==> src/rtl/bcd_serial_subtractor.sv <==
// bcd_serial_subtractor: digit-serial BCD A - B via 9's-complement add, decoded to sign-magnitude
//
// Ports:
//   clk    rising-edge clock
//   rst_n  asynchronous active-low reset
//   start  request, sampled only in IDLE
//   A, B   packed BCD minuend / subtrahend, digit 0 in bits [3:0]
//   bin    borrow in (only when BCD_SUB_BORROW_IN_EN is defined)
//   busy   high while in SUB or FIX
//   done   one-cycle pulse when diff/neg are valid
//   diff   magnitude of A - B (packed BCD)
//   neg    1 when A - B < 0 (never for a zero magnitude)
//   err    1 when any captured digit of A or B exceeds 9
//
// Optional feature macro: BCD_SUB_BORROW_IN_EN (adds the bin port, result = A - B - bin).
module bcd_serial_subtractor #(
    parameter int DIGITS = 4
) (
    input  logic                clk,
    input  logic                rst_n,
    input  logic                start,
    input  logic [4*DIGITS-1:0] A,
    input  logic [4*DIGITS-1:0] B,
`ifdef BCD_SUB_BORROW_IN_EN
    input  logic                bin,
`endif
    output logic                busy,
    output logic                done,
    output logic [4*DIGITS-1:0] diff,
    output logic                neg,
    output logic                err
);
    localparam int W  = 4 * DIGITS;
    localparam int CW = (DIGITS > 1) ? $clog2(DIGITS) : 1;

    typedef enum logic [1:0] {IDLE, SUB, FIX, DONE} state_t;

    state_t          state, nxt;
    logic [W-1:0]    a_r, b_r, sum_r, res_r;
    logic [CW-1:0]   cnt;
    logic            carry, cout, inc, bin_r, bin_in, bad, last;
    logic [4:0]      s, f_base, t;
    logic            s_gt, t_gt;
    logic [3:0]      s_dig, t_dig;

`ifdef BCD_SUB_BORROW_IN_EN
    assign bin_in = bin;
`else
    assign bin_in = 1'b0;
`endif

    assign last = cnt == CW'(DIGITS - 1);

    always_comb begin
        bad = 1'b0;
        for (int i = 0; i < DIGITS; i++)
            if (A[4*i +: 4] > 4'd9 || B[4*i +: 4] > 4'd9) bad = 1'b1;
    end

    // SUB digit: A_i + (9 - B_i) + carry, decimal-adjusted
    assign s     = {1'b0, a_r[3:0]} + (5'd9 - {1'b0, b_r[3:0]}) + {4'd0, carry};
    assign s_gt  = s > 5'd9;
    assign s_dig = s_gt ? 4'(s - 5'd10) : s[3:0];

    // FIX digit: end-around increment (cout=1) or recomplement plus borrow (cout=0)
    assign f_base = cout ? {1'b0, sum_r[3:0]} : 5'd9 - {1'b0, sum_r[3:0]};
    assign t      = f_base + {4'd0, inc};
    assign t_gt   = t > 5'd9;
    assign t_dig  = t_gt ? 4'(t - 5'd10) : t[3:0];

    always_ff @(posedge clk or negedge rst_n)
        if (!rst_n) state <= IDLE;
        else        state <= nxt;

    always_comb begin
        nxt = state;
        case (state)
            IDLE:    nxt = start ? SUB : IDLE;
            SUB:     nxt = last ? FIX : SUB;
            FIX:     nxt = last ? DONE : FIX;
            default: nxt = IDLE;
        endcase
    end

    always_comb busy = state == SUB || state == FIX;

    always_ff @(posedge clk or negedge rst_n) begin
        if (!rst_n) begin
            a_r   <= '0;
            b_r   <= '0;
            sum_r <= '0;
            res_r <= '0;
            cnt   <= '0;
            carry <= 1'b0;
            cout  <= 1'b0;
            inc   <= 1'b0;
            bin_r <= 1'b0;
            done  <= 1'b0;
            diff  <= '0;
            neg   <= 1'b0;
            err   <= 1'b0;
        end else begin
            done <= 1'b0;
            case (state)
                IDLE: if (start) begin
                    a_r   <= A;
                    b_r   <= B;
                    bin_r <= bin_in;
                    // Plain 9's-complement add; the +1 arrives as the end-around carry in FIX
                    carry <= 1'b0;
                    cnt   <= '0;
                    err   <= bad;
                end
                SUB: begin
                    a_r   <= a_r >> 4;
                    b_r   <= b_r >> 4;
                    sum_r <= (sum_r >> 4) | (W'(s_dig) << (W - 4));
                    carry <= s_gt;
                    cnt   <= last ? '0 : cnt + 1'b1;
                    if (last) begin
                        cout <= s_gt;
                        inc  <= s_gt ? ~bin_r : bin_r;
                    end
                end
                FIX: begin
                    sum_r <= sum_r >> 4;
                    res_r <= (res_r >> 4) | (W'(t_dig) << (W - 4));
                    inc   <= t_gt;
                    cnt   <= last ? '0 : cnt + 1'b1;
                end
                default: begin
                    // Result is registered on leaving DONE so done appears after edge 2*DIGITS+1
                    done <= 1'b1;
                    diff <= err ? '0 : res_r;
                    neg  <= !err && !cout && |res_r;
                end
            endcase
        end
    end
endmodule

==> config.mk <==
export PLATFORM = sky130hd
export DESIGN_NAME = bcd_serial_subtractor
export DESIGN_NICKNAME = d
export VERILOG_FILES = /design/src/rtl/bcd_serial_subtractor.sv
export SDC_FILE = /design/constraint.sdc
export NUM_CORES = 1
export LEC_CHECK = 0
export ABC_CLOCK_PERIOD_IN_PS = 5300
export CORE_ASPECT_RATIO = 1.25
export CORE_MARGIN = 3
export CORE_UTILIZATION = 30
export DETAILED_ROUTE_END_ITERATION = 10
export GPL_ROUTABILITY_DRIVEN = 0
export PLACE_DENSITY_LB_ADDON = 0.3
export SLEW_MARGIN = 10
export SYNTH_ARGS = -nofsm -noshare
export SYNTH_HDL_FRONTEND = slang
export SYNTH_SLANG_ARGS = --single-unit
==> constraint.sdc <==
create_clock -name clk -period 5.3 [get_ports clk]
set_input_delay 0.795 -clock clk [delete_from_list [all_inputs] [get_ports clk]]
set_output_delay 0.795 -clock clk [all_outputs]
set_load 0.02 [all_outputs]
==> summary.md <==
| Metric | Value |
|---|---|
| Hold slack final | `0.4502 ns` |
| Synth Instances | `425` |
| Post-synth ARST share | `100.0%` |
| Most frequent cells in the layout | `90 x dfrtp_1, 63 x nand2_1, 55 x o21ai_1` |
| Place WS | `2.407 ns` |
| Fill count | `1406` |
| Crit Path Max Fanout | `20` |
| Fin crit share | `60.45%` |
| Core area | `14110 sq um` |
| Max Transition Viols Final | `0` |
| Most common cell after layout, fill and taps aside | `dfrtp_1` |
| Minimum clock period | `3.204 ns` |
| P_leak | `2.351 nW` |
| Nets | `525` |
| Detail Route Antenna Nets | `0` |
| Avg Vias per Cell | `4.906` |
| DRT iter0 DRCs | `119` |
| Syn Nets | `479` |
| DRC | `0` |
| Initial antenna violation count | `0` |
| Ranking of synthesized cells by area | `dfrtp_1 51%, o21ai_1 6.3%, mux2i_1 6.1%, mux2_1 5.9%, nand2_1 5.4%` |
| Number of synthesis warnings | `0` |
| Comb power frac | `52.7%` |
| Worst path bufs/invs | `2` |
| Register Area | `2252 sq um` |
| Die Span Y | `141.4 microns` |
| Area Overhead vs Synth | `22.06%` |
| Clk sinks | `90` |
| IO Pins | `55` |
| Hold Path Class | `in2async` |
| Grt ovf | `0` |
| Clk root buf | `clkbuf_16` |
| Switch share | `42.79%` |
| Worst reg-to-reg path cell count | `10` |
| Max-capacitance violation count | `0` |
| Synthesized area per cell | `10.35 sq um` |
| Setup ws final | `2.096 ns` |
| CTS clk-pin slew, worst paths | `0.06 ns` |
| Sum Neg Setup Slack | `0 ns` |
| ANT cells | `0` |
| RSZ-0062 raised after global routing | `false` |
| Max-Slew Margin vs Limit | `25.06%` |
| CTS Buf Count | `9` |
| Synth cell types | `50` |
| IR drop worst, VDD | `0.2396 mV` |
| Deepest level of the CTS H-tree | `3` |
| Hold buffers post-CTS | `0` |
| Post-synth top flop | `dfrtp_1` |
| Num rows | `48` |
| Worst Setup Path Type | `reg2out` |
| Setup violators final | `0` |
| Post-CTS Setup Inserts | `0` |
| Maximum operating frequency | `0.3121 GHz` |
| CTS tree | `yes` |
| Post-synthesis register bit count | `90` |
| Share of the synthesized area in the top cell type | `51.18%` |
| Total Wirelength | `9.199 mm` |
| Status | `completed` |
| CP max stage delay | `0.81 ns` |
| CP Cell Sequence | `inv_1 -> ha_1 -> clkdlybuf4s50_1` |
| Tot GR Track Use | `12.09%` |
| Sequential share of power | `31.8%` |
| Psw | `1.657 mW` |
| Critical path depth | `3` |
| Vias in the first global route | `3301` |
| Worst-margin pin slew | `1.124 ns` |
| DR vias | `3194` |
| PortBufs | `54` |
| Final Hold Fails | `0` |
| Largest net degree at the start of global routing | `51` |
| Crit path max-delay family | `buffers and inverters` |
| Slowest-stage cell, CP | `ha_1` |
| CP arrival | `2.41 ns` |
| Cell internal pwr | `2.216 mW` |
| Worst-Skew Late Latency | `0.34 ns` |
| EDFF count, synth | `0` |
| Clock Skew | `0.006593 ns` |
| Die ar. | `16170 sq um` |
| First-pass GRT wire length | `15.95 mm` |
| Post-CTS Resized | `0` |
| Syn Std Cell Area | `4400 sq um` |
| R2r setup slk | `2.49 ns` |
| Yosys top cell by area | `dfrtp_1` |
| Final HPWL DP | `6.676 mm` |
| Critical Path Start Type | `flip-flop` |
| CP required | `4.51 ns` |
| Multi-input logic area | `1924 sq um` |
| Seq/Total Area, Yosys | `51.18%` |
| Die Wd | `114.3 microns` |
| Clock share of power | `15.5%` |
| Share of cells above drive strength 1 | `5.672%` |
| Routed wire length per instance | `14.13 microns` |
| Initial Util | `31.18%` |
| Crit path capture type | `output port` |
| 1st-pass router iterations | `4` |
| CTS Buffer Depth | `2` |
| Power per cell area | `721.1 nW/um^2` |
==> final cells by class <==
| type | count | share of cell area [%] |
|---|---|---|
| clock buffers | 10 | 4.449 |
| clock inverters | 6 | 0.7687 |
| multi-input cells | 275 | 35.83 |
| flip-flops and latches | 90 | 41.93 |
| inverters | 40 | 2.795 |
| well taps | 175 | 4.076 |
| repair buffers | 55 | 10.16 |
==> power groups by stage <==
stage | logic [mW] | registers [mW] | clock network [mW]
final | 2.04 | 1.23 | 0.601
after global routing | 2.30 | 1.28 | 0.648
after CTS | 2.06 | 1.24 | 0.619
after detailed placement | 2.05 | 1.25 | 0
after global placement | 1.98 | 1.23 | 0
after floorplan | 1.52 | 1.23 | 0
==> cells in the mapped netlist (all sizes together), types with 2 or more instances <==
library cell	number
inv	40
nand2	63
a21oi	3
nor2	8
nor4	4
a211o	2
nand3b	2
mux2i	27
buf	8
xor2	2
dfrtp	90
fa	2
xnor2	8
a22oi	8
nor3	4
o21ai	66
o2111ai	2
nor2b	4
o221ai	2
nand2b	2
ha	17
a211oi	2
nand4	4
nand3	2
o41ai	2
clkbuf	12
mux2	23
==> state kept, by name, indices dropped and copies added (netlist names) <==
register	cells
diff	16
sum_r	16
b_r	16
neg	1
carry	1
cnt	2
cout	1
a_r	16
state	2
err	1
inc	1
done	1
res_r	16
==> logic make-up (layout without fill, tap and decap cells) <==
| group | count (synthesis) | count (layout) | share of synthesized area (%) |
|---|---|---|---|
| AO/OA/AOI/OAI | 101 | 101 | 14.13 |
| XOR/XNOR | 10 | 10 | 1.990 |
| adder cells (fa/ha/maj) | 19 | 19 | 5.743 |
| buffers and inverters | 60 | 111 | 5.402 |
| flip-flops | 90 | 90 | 51.18 |
| multiplexers | 50 | 50 | 12.03 |
| AND/OR/NAND/NOR | 95 | 95 | 9.525 |
==> metrics by stage <==
step	instance area [sq um]	utilization [%]	power, mW	cells
floorplan	4400	-	2.750	425
global placement	5091	36.07	3.209	635
detailed placement	5091	36.07	3.299	635
CTS	5371	38.06	3.916	651
global route	5371	38.06	4.231	651
finish	5371	38.06	3.873	651
==> path summary, 6_finish.rpt <==
kind / start / to
setup / recovery: state[0] / busy
hold / removal: rst_n / sum_r[3]
setup reg to reg: a_r[1] / sum_r[14]
hold reg to reg: sum_r[11] / sum_r[11]
max in group asynchronous: rst_n / a_r[12]
min in group clk: sum_r[11] / sum_r[11]
==> metal layers <==
layer  share of wire, %  GRT usage, %
met3                3.7         2.346
met5                  0             0
met4                1.5         4.065
met2                 49         19.74
met1                 46         16.07
No activity file was read; power rests on OpenSTA's default activity.
==> RTL change 1 (config.mk and constraints unchanged) <==
`DIGITS`: 4 -> 2.
--- a/src/rtl/bcd_serial_subtractor.sv
+++ b/src/rtl/bcd_serial_subtractor.sv
@@ -14,7 +14,7 @@
 //
 // Optional feature macro: BCD_SUB_BORROW_IN_EN (adds the bin port, result = A - B - bin).
 module bcd_serial_subtractor #(
-    parameter int DIGITS = 4
+    parameter int DIGITS = 2
 ) (
     input  logic                clk,
     input  logic                rst_n,
Ports: changed (resized A, B and diff); port bits go from 55 to 31. The function was not compared with the original's and may differ.
==> RTL change 1 against the original RTL <==
- critical path depth increased by 6
- final area fell by 42%
- worst hold slack better by 0.033 ns
- sequential cell count is 41 lower
- synthesized area shrank 40%
- routed wire length decreased by 43%
- core utilization fell by 0.79 points
- power fell by 42%
- die area shrank 39%
- non-clock buffer count is 25 lower
- setup slack improved by 0.34 ns
- clock skew grew 0.0035 ns
==> RTL change 1: results (changes against the original RTL) <==
met1 WL 2410 µm (-43%); Non-clk invs 25 (-38%); first-pass GRT wire length 9040 µm (-43%); status finished, final reports clean; Clock Sinks 49 (-46%); clock buffers 7 (-3); Synth Area in Adders 9.16% (+3.4 points); fraction of the mapped netlist area in compound gates 19.1% (+5.0 points); CTS clk-pin slew, worst paths 0.08 ns (+0.02 ns); layout cells sized above 1 6.67% (+0.99 points); Clock Skew 0.0101 ns (+0.00353 ns); total length of routed met2 wires 2550 µm (-43%); H-tree level count 2 (-1); Syn Nets 291 (-39%); Non-clock buffers, area share 9.46% (-0.70 points); worst r2r path cells 9 (-1); reg2reg end sum_r[5]$_DFFE_PN0N_; Design Area, Final 3120 µm² (-42%); clk_lat worst skew 0.30 ns (-0.04 ns); Tot GR Track Use 11.3% (-0.80 points); TritonCTS Buffers 5 (-4); Mapped Cells 254 (-40%); Post-DP HPWL 4020 µm (-40%); CTS root buf clkbuf_8; GR Util met2 18.4% (-1.3 points); mux contribution to synthesized area 6.96% (-5.1 points); # Taps 117 (-33%); final cell count without fillers 402 (-38%); multi-input logic area 1280 µm² (-34%); WL met3 175 µm (-48%); max incr delay on CP 0.54 ns (-0.27 ns); met3 track demand over resource 2.46% (+0.12 points); sequential share of the synthesized area 46.7% (-4.4 points)
-- RTL change 1: worst max path at each step --
| stage | endpoint | depth (start not counted) |
|---|---|---|
| final | sum_r[5]$_DFFE_PN0N_ | 9 |
| after global routing | sum_r[5]$_DFFE_PN0N_ | 10 |
| after CTS | sum_r[5]$_DFFE_PN0N_ | 9 |
| after detailed placement | sum_r[5]$_DFFE_PN0N_ | 9 |
| after global placement | sum_r[5]$_DFFE_PN0N_ | 10 |
| after floorplan | sum_r[5]$_DFFE_PN0N_ | 9 |
-- RTL change 1: cell families after synthesis --
| kind of cell | Yosys count |
|---|---|
| compound gates | 72 |
| xor+xnor | 10 |
| fa+ha+maj | 18 |
| buf+inv | 32 |
| flops | 49 |
| mux | 17 |
| simple gates | 56 |
-- RTL change 1: where the power goes --
group	switching, mW	leakage [nW]	internal, mW	total [mW]
clock network	0.118	0.0385	0.0935	0.211
registers	0.130	0.622	0.544	0.674
logic	0.766	0.678	0.589	1.35
==> RTL change 2 (same settings) <==
Made on the original files. Reset style: synchronous (`rst_n`), changed in 2 clocked blocks. Comments in the files are not updated.
--- a/src/rtl/bcd_serial_subtractor.sv
+++ b/src/rtl/bcd_serial_subtractor.sv
@@ -68,7 +68,7 @@
     assign t_gt   = t > 5'd9;
     assign t_dig  = t_gt ? 4'(t - 5'd10) : t[3:0];
 
-    always_ff @(posedge clk or negedge rst_n)
+    always_ff @(posedge clk)
         if (!rst_n) state <= IDLE;
         else        state <= nxt;
 
@@ -84,7 +84,7 @@
 
     always_comb busy = state == SUB || state == FIX;
 
-    always_ff @(posedge clk or negedge rst_n) begin
+    always_ff @(posedge clk) begin
         if (!rst_n) begin
             a_r   <= '0;
             b_r   <= '0;
Behaviour: differs if rst_n is asserted again (counterexample within 4 cycles, from zero or initial values and one cycle with rst_n low); with rst_n held inactive, the same outputs for 10 cycles.
==> RTL change 2 against the original RTL <==
- sequential cell count unchanged
- via count down 3.9%
- routed wire length down 7.1%
- critical path type unchanged
- final area down 3.5%
- synthesized area down 5.3%
- setup slack better by 0.020 ns
Power is not compared: it rests on default switching activity, and its combinational part moved more than twofold at a synthesized area within 25%.
==> RTL change 2: results (changes against the original RTL) <==
DRT iter0 DRCs 185 (+55%); VDD IR max 0.195 mV; # diodes 0 (unchanged); Lkg Pwr 2.10 nW; Tot GR Track Use 11.4% (-0.74 points); layout cells sized above 1 6.48% (+0.81 points); switching share of power 24.4%; first-pass GRT wire length 14400 µm (-9.6%); sequential share of the synthesized area 43.2% (-7.9 points); PostCTS Resize Cnt 0 (unchanged); TritonCTS Buffers 9 (unchanged); Syn Nets 470 (-1.9%); routed vias/inst 4.84 (-1.3%); Worst slew margin 43.9% (+19 points); clock tree buffer depth 2 (unchanged); nets 512 (-2.5%); Crit Path Max Fanout 19 (-5.0%); Slew Limit Fails 0 (unchanged); critical path type flip-flop to output pin; Max-Cap Viols 0 (unchanged); Synth async-reset ratio 0% (-100 points); port bufs 54 (unchanged); setup repair bufs after CTS 0 (unchanged); Commonest cells post-synth dfxtp_1, mux2i_1, nor2b_1; pin count of the biggest net entering global routing 56 (+9.8%); final WL 8540 µm (-7.1%); Post-DP HPWL 6260 µm (-6.2%); initial antenna violation count 0 (unchanged); Unique masters post-synth 48 (-4.0%); Warnings, synthesis 0 (unchanged); clk_lat worst skew 0.33 ns; CTS clk-pin slew, worst paths 0.06 ns (about the same); drt first pass iters 4 (unchanged); largest cells by area after synthesis dfxtp_1, mux2i_1, nor2b_1; CTS root buf clkbuf_16; H-tree level count 3 (unchanged); Placement Setup Slack 2.40 ns (-0.00845 ns); vias in the first global route 3081 (-6.7%); Arrival @ worst endpoint 2.39 ns (-0.02 ns); Clock Skew 0.0104 ns (+0.00383 ns); worst hold path class flip-flop to flip-flop; status finished, final reports clean
==> RTL change 2: routing by layer <==
layer,track usage (%),up-vias,wire (µm)
li1,-,1560,-
met4,2.70,0,85
met5,0,-,0
met1,13.2,1431,3780
met3,3.25,8,387
met2,20.6,70,4290
==> RTL change 2: kinds of logic (layout without fill, tap and decap cells) <==
family                     count (synthesis)  after routing  synth area share (%)
adders and majority gates                 19             19                  6.06
xor gates and xnor gates                   6              6                  1.62
and+or+nand+nor                          113            113                  14.5
buffers and inverters                     46             93                  4.44
DFF                                       90             90                  43.2
AOI/OAI and AO/OA                         89             89                  17.2
muxes                                     53             53                  12.9
==> RTL change 2: final cells by class <==
type | instances | area (µm²)
clock buffer | 9 | 225
sequential | 90 | 1800
fill | 1355 | 8220
timing repair buffer | 58 | 566
clock inverter | 7 | 121
tap | 171 | 214
inverter | 19 | 71.3
multi-input combinational | 280 | 2190
==> RTL change 2: final timing paths <==
check | cells past startpoint | to | slack, ns | from
worst max register to register | 13 | inc$_SDFFE_PN0P_ | 2.53 | a_r[1]$_SDFFE_PN0P_
worst min-delay path | 2 | carry$_SDFFE_PN0P_ | 0.46 | carry$_SDFFE_PN0P_
worst min register to register | 2 | carry$_SDFFE_PN0P_ | 0.46 | carry$_SDFFE_PN0P_
worst max-delay path | 3 | busy | 2.12 | state[0]$_SDFF_PN0_
==> RTL change 2: stage by stage <==
stage / power (mW) / instance area (µm²) / utilization [%] / cells
global route: 1.80 / 5180 / 38.7 / 634
floorplan: 0.925 / 4170 / - / 416
CTS: 1.74 / 5180 / 38.6 / 634
detailed placement: 1.00 / 4830 / 36.0 / 618
global placement: 0.992 / 4830 / 36.0 / 618
finish: 1.71 / 5180 / 38.7 / 634
==> RTL change 2: power groups by stage <==
stage,combinational (mW),clock [mW],sequential [mW]
floorplan,0.183,0,0.742
detailed placement,0.252,0,0.748
global route,0.283,0.783,0.737
finish,0.248,0.734,0.733
global placement,0.246,0,0.746
CTS,0.253,0.751,0.733
==> RTL change 2: worst max-delay path, stage by stage (launching register included) <==
cell	delay, ns
dfxtp_1	0.39
inv_1	0.08
ha_1	0.84
clkdlybuf4s50_1	0.75
